File: config.mk
export PLATFORM = sky130hd
export DESIGN_NAME = cic_decimator
export DESIGN_NICKNAME = d
export VERILOG_FILES = /design/src/rtl/cic_pkg.sv /design/src/rtl/cic_comb_stage.sv /design/src/rtl/cic_decimator.sv
export SDC_FILE = /design/constraint.sdc
export NUM_CORES = 1
export LEC_CHECK = 0
export ABC_CLOCK_PERIOD_IN_PS = 5670
export BUFFER_PORTS_ARGS = -buffer_cell sky130_fd_sc_hd__buf_2
export CAP_MARGIN = 10
export CORE_MARGIN = 5
export CORE_UTILIZATION = 55
export DETAILED_ROUTE_END_ITERATION = 6
export PLACE_DENSITY = 0.78
export REMOVE_ABC_BUFFERS = 1
export SLEW_MARGIN = 20
export SYNTH_ARGS = -nofsm -noshare
export SYNTH_HDL_FRONTEND = slang
export SYNTH_SLANG_ARGS = --single-unit
File: constraint.sdc
create_clock -name clk -period 5.67 [get_ports clk]
set_input_delay 1.134 -clock clk [delete_from_list [all_inputs] [get_ports clk]]
set_output_delay 1.134 -clock clk [all_outputs]
set_load 0.01 [all_outputs]
File: src/rtl/cic_pkg.sv
// Shared mode encoding and the width rule for the CIC decimator family.
package cic_pkg;

  typedef enum logic {
    MODE_INCR = 1'b0,
    MODE_CONT = 1'b1
  } cic_mode_e;

  // Integrator growth is ORDER*log2(R) bits above the 1-bit input.
  function automatic int min_out_w(input int order, input int log2_r_max);
    return order * log2_r_max + 1;
  endfunction

endpackage

File: src/rtl/cic_comb_stage.sv
// One CIC differentiator: y = x - x_prev, delay register advanced on en.
module cic_comb_stage #(
  parameter int W = 16
) (
  input  logic         clk,
  input  logic         reset,
  input  logic         clear,
  input  logic         en,
  input  logic [W-1:0] x,
  output logic [W-1:0] y
);

  logic [W-1:0] dly;

  assign y = x - dly;

  always_ff @(posedge clk) begin
    if (reset || clear) dly <= '0;
    else if (en)        dly <= x;
  end

endmodule

File: src/rtl/cic_decimator.sv
// ORDER-stage CIC decimator for a 1-bit modulator stream, power-of-two ratio,
// incremental (integrate-and-dump) or continuous (free-running) operation.
module cic_decimator
  import cic_pkg::*;
#(
  parameter int OUT_W      = 16,
  parameter int ORDER      = 2,
  parameter int LOG2_R_MAX = 6
) (
  input  logic             clk,
  input  logic             reset,
  input  logic             clear,
  input  logic             bit_in,
  input  logic             in_valid,
  input  logic             mode,
  input  logic [2:0]       dec_log2,
  output logic [OUT_W-1:0] out_data,
  output logic             out_valid
);

  localparam int         CNT_W   = LOG2_R_MAX;
  localparam logic [2:0] DEC_MAX = 3'(LOG2_R_MAX);

  if (OUT_W < min_out_w(ORDER, LOG2_R_MAX)) begin : g_width_chk
    $error("cic_decimator: OUT_W too small for ORDER and LOG2_R_MAX");
  end
  if (ORDER < 1 || ORDER > 3) begin : g_order_chk
    $error("cic_decimator: ORDER must be 1..3");
  end

  cic_mode_e                   mode_q;
  logic [2:0]                  dec_q, dec_clamped;
  logic [CNT_W-1:0]            cnt, last_cnt;
  logic [CNT_W:0]              r_val;
  logic [1:0]                  warm;
  logic [ORDER-1:0][OUT_W-1:0] integ, integ_nxt;
  logic [OUT_W-1:0]            comb_out;
  logic                        restart, accept, frame_end, cont_end, warmed;

  always_comb begin
    dec_clamped = dec_log2;
    if (dec_log2 == 3'd0)         dec_clamped = 3'd1;
    else if (dec_log2 > DEC_MAX)  dec_clamped = DEC_MAX;
  end

  assign r_val     = (CNT_W+1)'(1) << dec_q;
  assign last_cnt  = CNT_W'(r_val - (CNT_W+1)'(1));
  assign restart   = clear || (mode != mode_q) || (dec_clamped != dec_q);
  assign accept    = in_valid && !restart;
  assign frame_end = accept && (cnt == last_cnt);
  assign cont_end  = frame_end && (mode_q == MODE_CONT);
  assign warmed    = (warm == 2'(ORDER - 1));

  // Chained update i_k' = i_k + i_(k-1)' unrolls to a running prefix sum,
  // which keeps the combinational path free of self-feedback.
  always_comb begin
    logic [OUT_W-1:0] acc;
    acc = OUT_W'(bit_in);
    for (int k = 0; k < ORDER; k++) begin
      acc          = acc + integ[k];
      integ_nxt[k] = acc;
    end
  end

  for (genvar k = 0; k < ORDER; k++) begin : g_comb
    logic [OUT_W-1:0] x, y;
    if (k == 0) begin : g_first
      assign x = integ_nxt[ORDER-1];
    end else begin : g_next
      assign x = g_comb[k-1].y;
    end
    cic_comb_stage #(.W(OUT_W)) u_stage (
      .clk   (clk),
      .reset (reset),
      .clear (restart),
      .en    (cont_end),
      .x     (x),
      .y     (y)
    );
  end

  assign comb_out = g_comb[ORDER-1].y;

  always_ff @(posedge clk) begin
    if (reset) begin
      integ     <= '0;
      cnt       <= '0;
      warm      <= '0;
      out_data  <= '0;
      out_valid <= 1'b0;
      mode_q    <= cic_mode_e'(mode);
      dec_q     <= dec_clamped;
    end else if (restart) begin
      integ     <= '0;
      cnt       <= '0;
      warm      <= '0;
      out_valid <= 1'b0;
      mode_q    <= cic_mode_e'(mode);
      dec_q     <= dec_clamped;
    end else begin
      out_valid <= 1'b0;
      if (accept) begin
        if (frame_end) begin
          cnt <= '0;
          if (mode_q == MODE_INCR) begin
            integ     <= '0;
            out_data  <= integ_nxt[ORDER-1];
            out_valid <= 1'b1;
          end else begin
            integ <= integ_nxt;
            // Early comb outputs still carry the zero initial history.
            if (warmed) begin
              out_data  <= comb_out;
              out_valid <= 1'b1;
            end else begin
              warm <= warm + 2'd1;
            end
          end
        end else begin
          cnt   <= cnt + CNT_W'(1);
          integ <= integ_nxt;
        end
      end
    end
  end

endmodule

==> metrics.txt, run 1 <==
status complete, no violations; post-route cell area 0.007699 mm^2; final hold vios 0; WP data required 5.91 ns; Placed Area just over 0.007 mm^2; DRC Markers 0; Max Clock Freq ~180 MHz; gr usage total about 25%; FF-to-FF End out_data[15]$_SDFFE_PP0P_; reg-to-reg slack, setup around 0.5 ns; clock sink total 93; Reg clk slew, reported paths 0.09 ns; Final HPWL DP 11600 um; area delta synth->final 26.01%; number of global-route vias before repair just under 6000; pwr/cell area between 100 and 150 mW/mm^2; RSZ-0062 raised after global routing true; Post-synth ARST share 0%; final net count between 900 and 1000; worst hold endpoint g_comb[1].u_stage.dly[5]$_SDFFE_PP0P_; CP Capture Type register; Synth area leaders dfxtp_1 29%, ha_1 11%, xnor2_1 6.0%; initial antenna violation count 0; worst min-delay path category reg -> reg; EDFF count, synth 4; first-pass GRT wire length 26790 um; fillcell total 787; Ys Warns 0; drt wl/cell roughly 17 um; Avg Inst Size Synth approximately 8.1 um^2; antenna cells 0; Max-Slew Margin vs Limit 47.50%; critical path class in -> reg; skew final between 0.01 and 0.015 ns; Worst Min Path Start g_comb[1].u_stage.dly[5]$_SDFFE_PP0P_; Worst R2R Path Depth 23; # hold bufs at CTS 0; Hold Slack between 0.4 and 0.5 ns; routing usage on met2 42.75%; Max VDD drop 0.1113 mV; Yosys top cell area share 29.16%; H-tree depth 3; CTS tree done; FP Rows 38; largest net degree at the start of global routing 38; reg2reg start integ[0]$_SDFFE_PP0P_; Syn Std Cell Area roughly 0.006 mm^2; Worst-Skew Late Latency 0.37 ns; setup TNS 0 ns; Setup crit start kind input port; routed vias approximately 6000; actual slew at the worst max-slew pin between 0.7 and 0.8 ns; post-synthesis register bit count 93; CTS Buf Count 9; root cell of the clock tree clkbuf_8; maximum root-to-sink buffer count 2; synth unique cells 70; hold depth 2; Die Ht 115.4 um; crit path time final 5.638 ns; met1 usage 30.67%; gr busiest metal met2; layout cells sized above 1 27.14%; DIE WIDTH 115.4 um; pre-CTS setup slack -0.6130 ns; Pleak ~3.1 nW; gpl congestion 0.9746; Core Util, Final between 70% and 80%; CORE AREA between 0.01 and 0.015 mm^2; post-detailed-route count of antenna-violating nets 0; Worst EP arrival slightly below 6 ns; initial drt markers 596; Port Buffers 25; setup ws final 0.03230 ns; Ports 26; DR vias/cell 5.885; cell taking the most area after synthesis dfxtp_1; total gr overflow 0; final slew viol count 0; Max FO, Critical Path 4; synthesized instance count 755; final cycle utilization of the critical path roughly 100%; final number of setup-violating endpoints 0; Pre-antenna DRT Iters 5; drt total wl 17090 um; max-cap violations 0; post-synthesis sequential area ratio 31.13%; die area approximately 0.013 mm^2; top_reg_cell synth dfxtp_1; GR Util met3 3.211%; starting density of the core 56.36%
## stage by stage
| step | cells | total power, mW |
|---|---|---|
| 2_1_floorplan | 723 | 0.7095 |
| 3_3_place_gp | 997 | 0.7258 |
| 3_5_place_dp | 997 | 0.7286 |
| 4_1_cts | 1014 | 1.138 |
| 5_1_grt | 1017 | 1.170 |
| 6_report | 1017 | 1.133 |
## cell usage after synthesis (5+ instances only)
cell	count
a211oi_1	11
a21o_1	10
a21oi_1	67
a22oi_1	26
and3_1	12
clkbuf_1	25
dfxtp_1	89
ha_1	52
inv_1	39
nand2_1	88
nand2b_1	7
nand3_1	21
nand4_1	5
nor2_1	84
nor3_1	20
nor4_1	5
o211ai_1	6
o21a_1	7
o21ai_0	24
o21ai_1	5
or3_1	5
xnor2_1	42
xor2_1	21
## per-layer routing
| metal | share of wire, % | wire length [um] |
|---|---|---|
| met1 | 41 | 6969 |
| met3 | 6.3 | 1069 |
| met2 | 49 | 8383 |
| met4 | 3.9 | 666 |
| met5 | 0 | 0 |
## sequential cells by signal, summed over array words and instances (netlist names)
name	cells
dec_q	3
out_data	16
warm	2
out_valid	1
mode_q	1
g_comb.u_stage.dly	32
cnt	6
integ	32
## how the worst max path moves through the flow
stage / slack, ns / cells past startpoint / start / endpoint
2_1_floorplan: -0.49 / 23 / bit_in / out_data[15]$_SDFFE_PP0P_
3_3_place_gp: -0.55 / 24 / bit_in / out_data[15]$_SDFFE_PP0P_
3_5_place_dp: -0.61 / 24 / bit_in / out_data[15]$_SDFFE_PP0P_
4_1_cts: 0.005 / 24 / bit_in / out_data[14]$_SDFFE_PP0P_
5_1_grt: -0.28 / 27 / bit_in / out_data[15]$_SDFFE_PP0P_
6_report: 0.03 / 24 / bit_in / out_data[15]$_SDFFE_PP0P_
## placed cells by master (no fill, tap or decap), drive strengths merged, types with 4 or more instances in the layout
master,count
buf,138
dfxtp,89
nand2,88
nor2,85
a21oi,68
ha,52
xnor2,43
inv,40
o21ai,29
a22oi,26
nand3,22
xor2,22
nor3,20
clkbuf,15
and3,12
a211oi,11
a21o,10
o21a,8
nand2b,7
o211ai,6
nand4,6
nor4,6
nor2b,5
or3,5
mux2i,4
edfxtp,4
o31ai,4
or2,4
or4,4
## cell families (layout without fill, tap and decap cells)
logic type,Yosys count,count (layout),share of synthesized area (%)
AO/OA/AOI/OAI,189,189,20.19
XOR/XNOR,66,66,10.12
adder cells (fa/ha/maj),55,55,11.63
buffers and inverters,73,195,4.853
flip-flops,93,93,31.13
multiplexers,6,6,1.024
AND/OR/NAND/NOR,273,273,21.05
## worst max-delay path, cell delays in order
cell,delay [ns]
buf_2,0.09
ha_1,0.18
ha_4,0.14
buf_4,0.12
and3_4,0.19
and3_4,0.22
nand3_1,0.13
xnor2_2,0.19
ha_2,0.19
or4_4,0.55
o21ai_4,0.17
nor3b_1,0.09
xor2_1,0.26
ha_2,0.37
buf_4,0.17
nand2_1,0.08
o21ai_0,0.10
a21o_1,0.19
a21oi_1,0.23
o31ai_2,0.11
xnor2_1,0.28
xnor3_1,0.37
mux2_2,0.23
o211ai_1,0.08
## area by class of cell
class,count,area (um^2),share of cell area (%)
multi-input cells,589,4323,56.15
clock inverters,1,5.005,0.06501
inverters,41,153.9,1.999
clock buffers,15,166.4,2.162
repair buffers,138,973.4,12.64
flip-flops and latches,93,1902,24.70
well taps,140,175.2,2.275
## power breakdown
part           total [mW]  leakage (nW)  switching (mW)  internal [mW]
Sequential          0.663         0.759         0.00401          0.659
Clock               0.419        0.0877           0.235          0.184
Combinational      0.0509          2.28          0.0333         0.0176
## repair_timing
| item | 4_1_cts | 5_1_grt |
|---|---|---|
| pin swaps | 5 | 23 |
| setup endpoints to repair | 3 | 6 |
| setup buffers | 1 | 3 |
| gates resized for setup | 14 | 63 |
Power figures use the tool's default switching activity.
==> run 2: changes to the inputs <==
--- a/config.mk
+++ b/config.mk
@@ -13,7 +13,9 @@
 export DETAILED_ROUTE_END_ITERATION = 6
 export PLACE_DENSITY = 0.78
 export REMOVE_ABC_BUFFERS = 1
+export SKIP_CTS_REPAIR_TIMING = 1
 export SLEW_MARGIN = 20
 export SYNTH_ARGS = -nofsm -noshare
 export SYNTH_HDL_FRONTEND = slang
+export SYNTH_HIERARCHICAL = 1
 export SYNTH_SLANG_ARGS = --single-unit
==> run 2 against run 1 <==
Utilization is 2.1 points higher; highest routed layer unchanged; die area is 9.4% higher; power is 14% higher; hold slack better by 0.024 ns; first-iteration DRC count is 23% lower; critical path depth is 5 higher; area after synthesis is 10% higher; sequential power hardly changed; sequential share of layout area is 3.1 points lower; via count is 9.7% higher.
==> metrics.txt, run 2 <==
internal power 0.9972 mW; maximum root-to-sink buffer count 2; antenna cells 0; root cell of the clock tree clkbuf_16; initial drt markers 456; actual slew at the worst max-slew pin between 0.9 and 1 ns; synth unique cells 72; largest net degree at the start of global routing 33; commonest non-fill, non-tap cell in the layout buf_4; top_reg_cell synth dfxtp_1; post-synthesis register bit count 93; Yosys top cell area share 26.45%; part of the power in registers 51.5%; Final HPWL DP 13130 um; drt total wl 18860 um; Die Ht 120.7 um; skew final 0.008598 ns; final slew viol count 0; Ys Warns 6; die area 0.01456 mm^2; CORE AREA 0.01201 mm^2; gpl congestion around 0.98; area delta synth->final 30.44%; post-detailed-route count of antenna-violating nets 0; Synth area leaders dfxtp_1 26%, ha_1 9.3%, mux2i_1 5.9%; Avg Inst Size Synth ~8.2 um^2; Max Clock Freq between 150 and 200 MHz; CTS Buf Count 9; CP max stage delay between 0.3 and 0.4 ns; Syn Std Cell Area 0.006736 mm^2; Post-synth ARST share 0%; FP Rows 40; WP data required 5.94 ns; final number of setup-violating endpoints 0; Setup crit start kind input port; Port Buffers 25; setup ws final between 0.015 and 0.02 ns; pwr/cell area 146.6 mW/mm^2; Core Util, Final 73.16%; slowest CP cell ha_1; EDFF count, synth 4; number of global-route vias before repair 6062; drt wl/cell 16.91 um; post-synthesis sequential area ratio 28.23%; max-cap violations 0; worst min-delay path category reg -> reg; layout cells sized above 1 29.24%; Psw roughly 0.29 mW; final net count around 1000; H-tree depth 3; DIE WIDTH 120.7 um; Reg clk slew, reported paths 0.06 ns; starting density of the core 56.08%; Max FO, Critical Path 4; Pre-antenna DRT Iters 5; top post-synthesis cells by count 89 x dfxtp_1, 89 x nor2_1, 61 x inv_1; RSZ-0062 raised after global routing true; final hold vios 0; clock sink total a little over 90; Worst-Skew Late Latency between 0.3 and 0.4 ns; DRC Markers 0; share of power burned in combinational logic 3.6%; Pleak 3.698 nW; Max-Slew Margin vs Limit 34.16%; Worst EP arrival 5.92 ns; total gr overflow 0; Sw Share 22.60%; crit path time final 5.655 ns; first-pass GRT wire length 28570 um; CP Capture Type register; Max VDD drop between 0.2 and 0.25 mV; synthesized instance count 822; pre-CTS setup slack -0.8486 ns; most frequent cells in the layout 143 x buf_4, 89 x dfxtp_1, 85 x nor2_1; Clk pwr share 44.9%; gr usage total 23.97%; routed vias 6565; Hold Slack 0.4801 ns; DR vias/cell 5.888; registers with the most flip-flops g_comb.u_stage/dly (32), integ (32), out_data (16); cell taking the most area after synthesis dfxtp_1; initial antenna violation count 0; critical path class in -> reg; Ports 26; CTS tree done; final cycle utilization of the critical path about 100%; status complete, no violations
## run 2: kinds of logic after synthesis
logic type / synth area share (%)
AO/OA/AOI/OAI: 21.79
XOR/XNOR: 7.541
adder cells (fa/ha/maj): 10.18
buffers and inverters: 6.631
flip-flops: 28.23
multiplexers: 6.111
AND/OR/NAND/NOR: 19.52
## run 2: worst paths after layout
| kind | endpoint | from | slack, ns | depth (start not counted) |
|---|---|---|---|---|
| min | integ[15]$_SDFFE_PP0N_ | integ[15]$_SDFFE_PP0N_ | 0.48 | 1 |
| max reg2reg | out_data[15]$_SDFFE_PP0P_ | integ[0]$_SDFFE_PP0N_ | 0.44 | 25 |
| max | out_data[13]$_SDFFE_PP0P_ | bit_in | 0.02 | 29 |
| min reg2reg | integ[15]$_SDFFE_PP0N_ | integ[15]$_SDFFE_PP0N_ | 0.48 | 1 |
## run 2: layout make-up
type / count / area [um^2]
well taps: 147 / 183.9
repair buffers: 174 / 1272
multi-input cells: 624 / 4925
inverters: 62 / 232.7
flip-flops and latches: 93 / 1902
fillers: 894 / 3224
clock inverters: 1 / 7.507
clock buffers: 14 / 264.0
## run 2: metrics by stage
step | TNS [ns] | instance area, um^2 | total power [mW] | cells
5_1_grt | -0.8491 | 8787 | 1.333 | 1115
4_1_cts | -1.541 | 8107 | 1.292 | 1097
3_3_place_gp | -3.327 | 7835 | 0.7227 | 1082
3_5_place_dp | -4.026 | 7835 | 0.7235 | 1082
2_1_floorplan | -4.269 | 6523 | 0.7067 | 779
6_report | 0 | 8787 | 1.288 | 1115
## run 2: metal layers
metal,part of all wire (%),wire length (um),track usage [%],vias up
met4,2.2,417,8.357,0
met3,4.3,818,4.116,35
met2,49,9319,39.85,171
met5,0,0,0,-
met1,44,8300,31.40,3133
li1,-,-,-,3226
## run 2: power groups by stage
stage	clock, mW	sequential (mW)	combinational (mW)
after global placement	0	0.678	0.0442
after detailed placement	0	0.679	0.0449
after global routing	0.618	0.664	0.0513
final	0.578	0.664	0.0467
after floorplan	0	0.680	0.0272
after CTS	0.583	0.664	0.0451
## run 2: worst max-delay path, delay by kind of cell
| family | cells | cell delay (ns) |
|---|---|---|
| buffers and inverters | 5 | 0.65 |
| AND/OR/NAND/NOR | 9 | 0.97 |
| AO/OA/AOI/OAI | 9 | 1.72 |
| adder cells (fa/ha/maj) | 5 | 1.30 |
| XOR/XNOR | 1 | 0.14 |
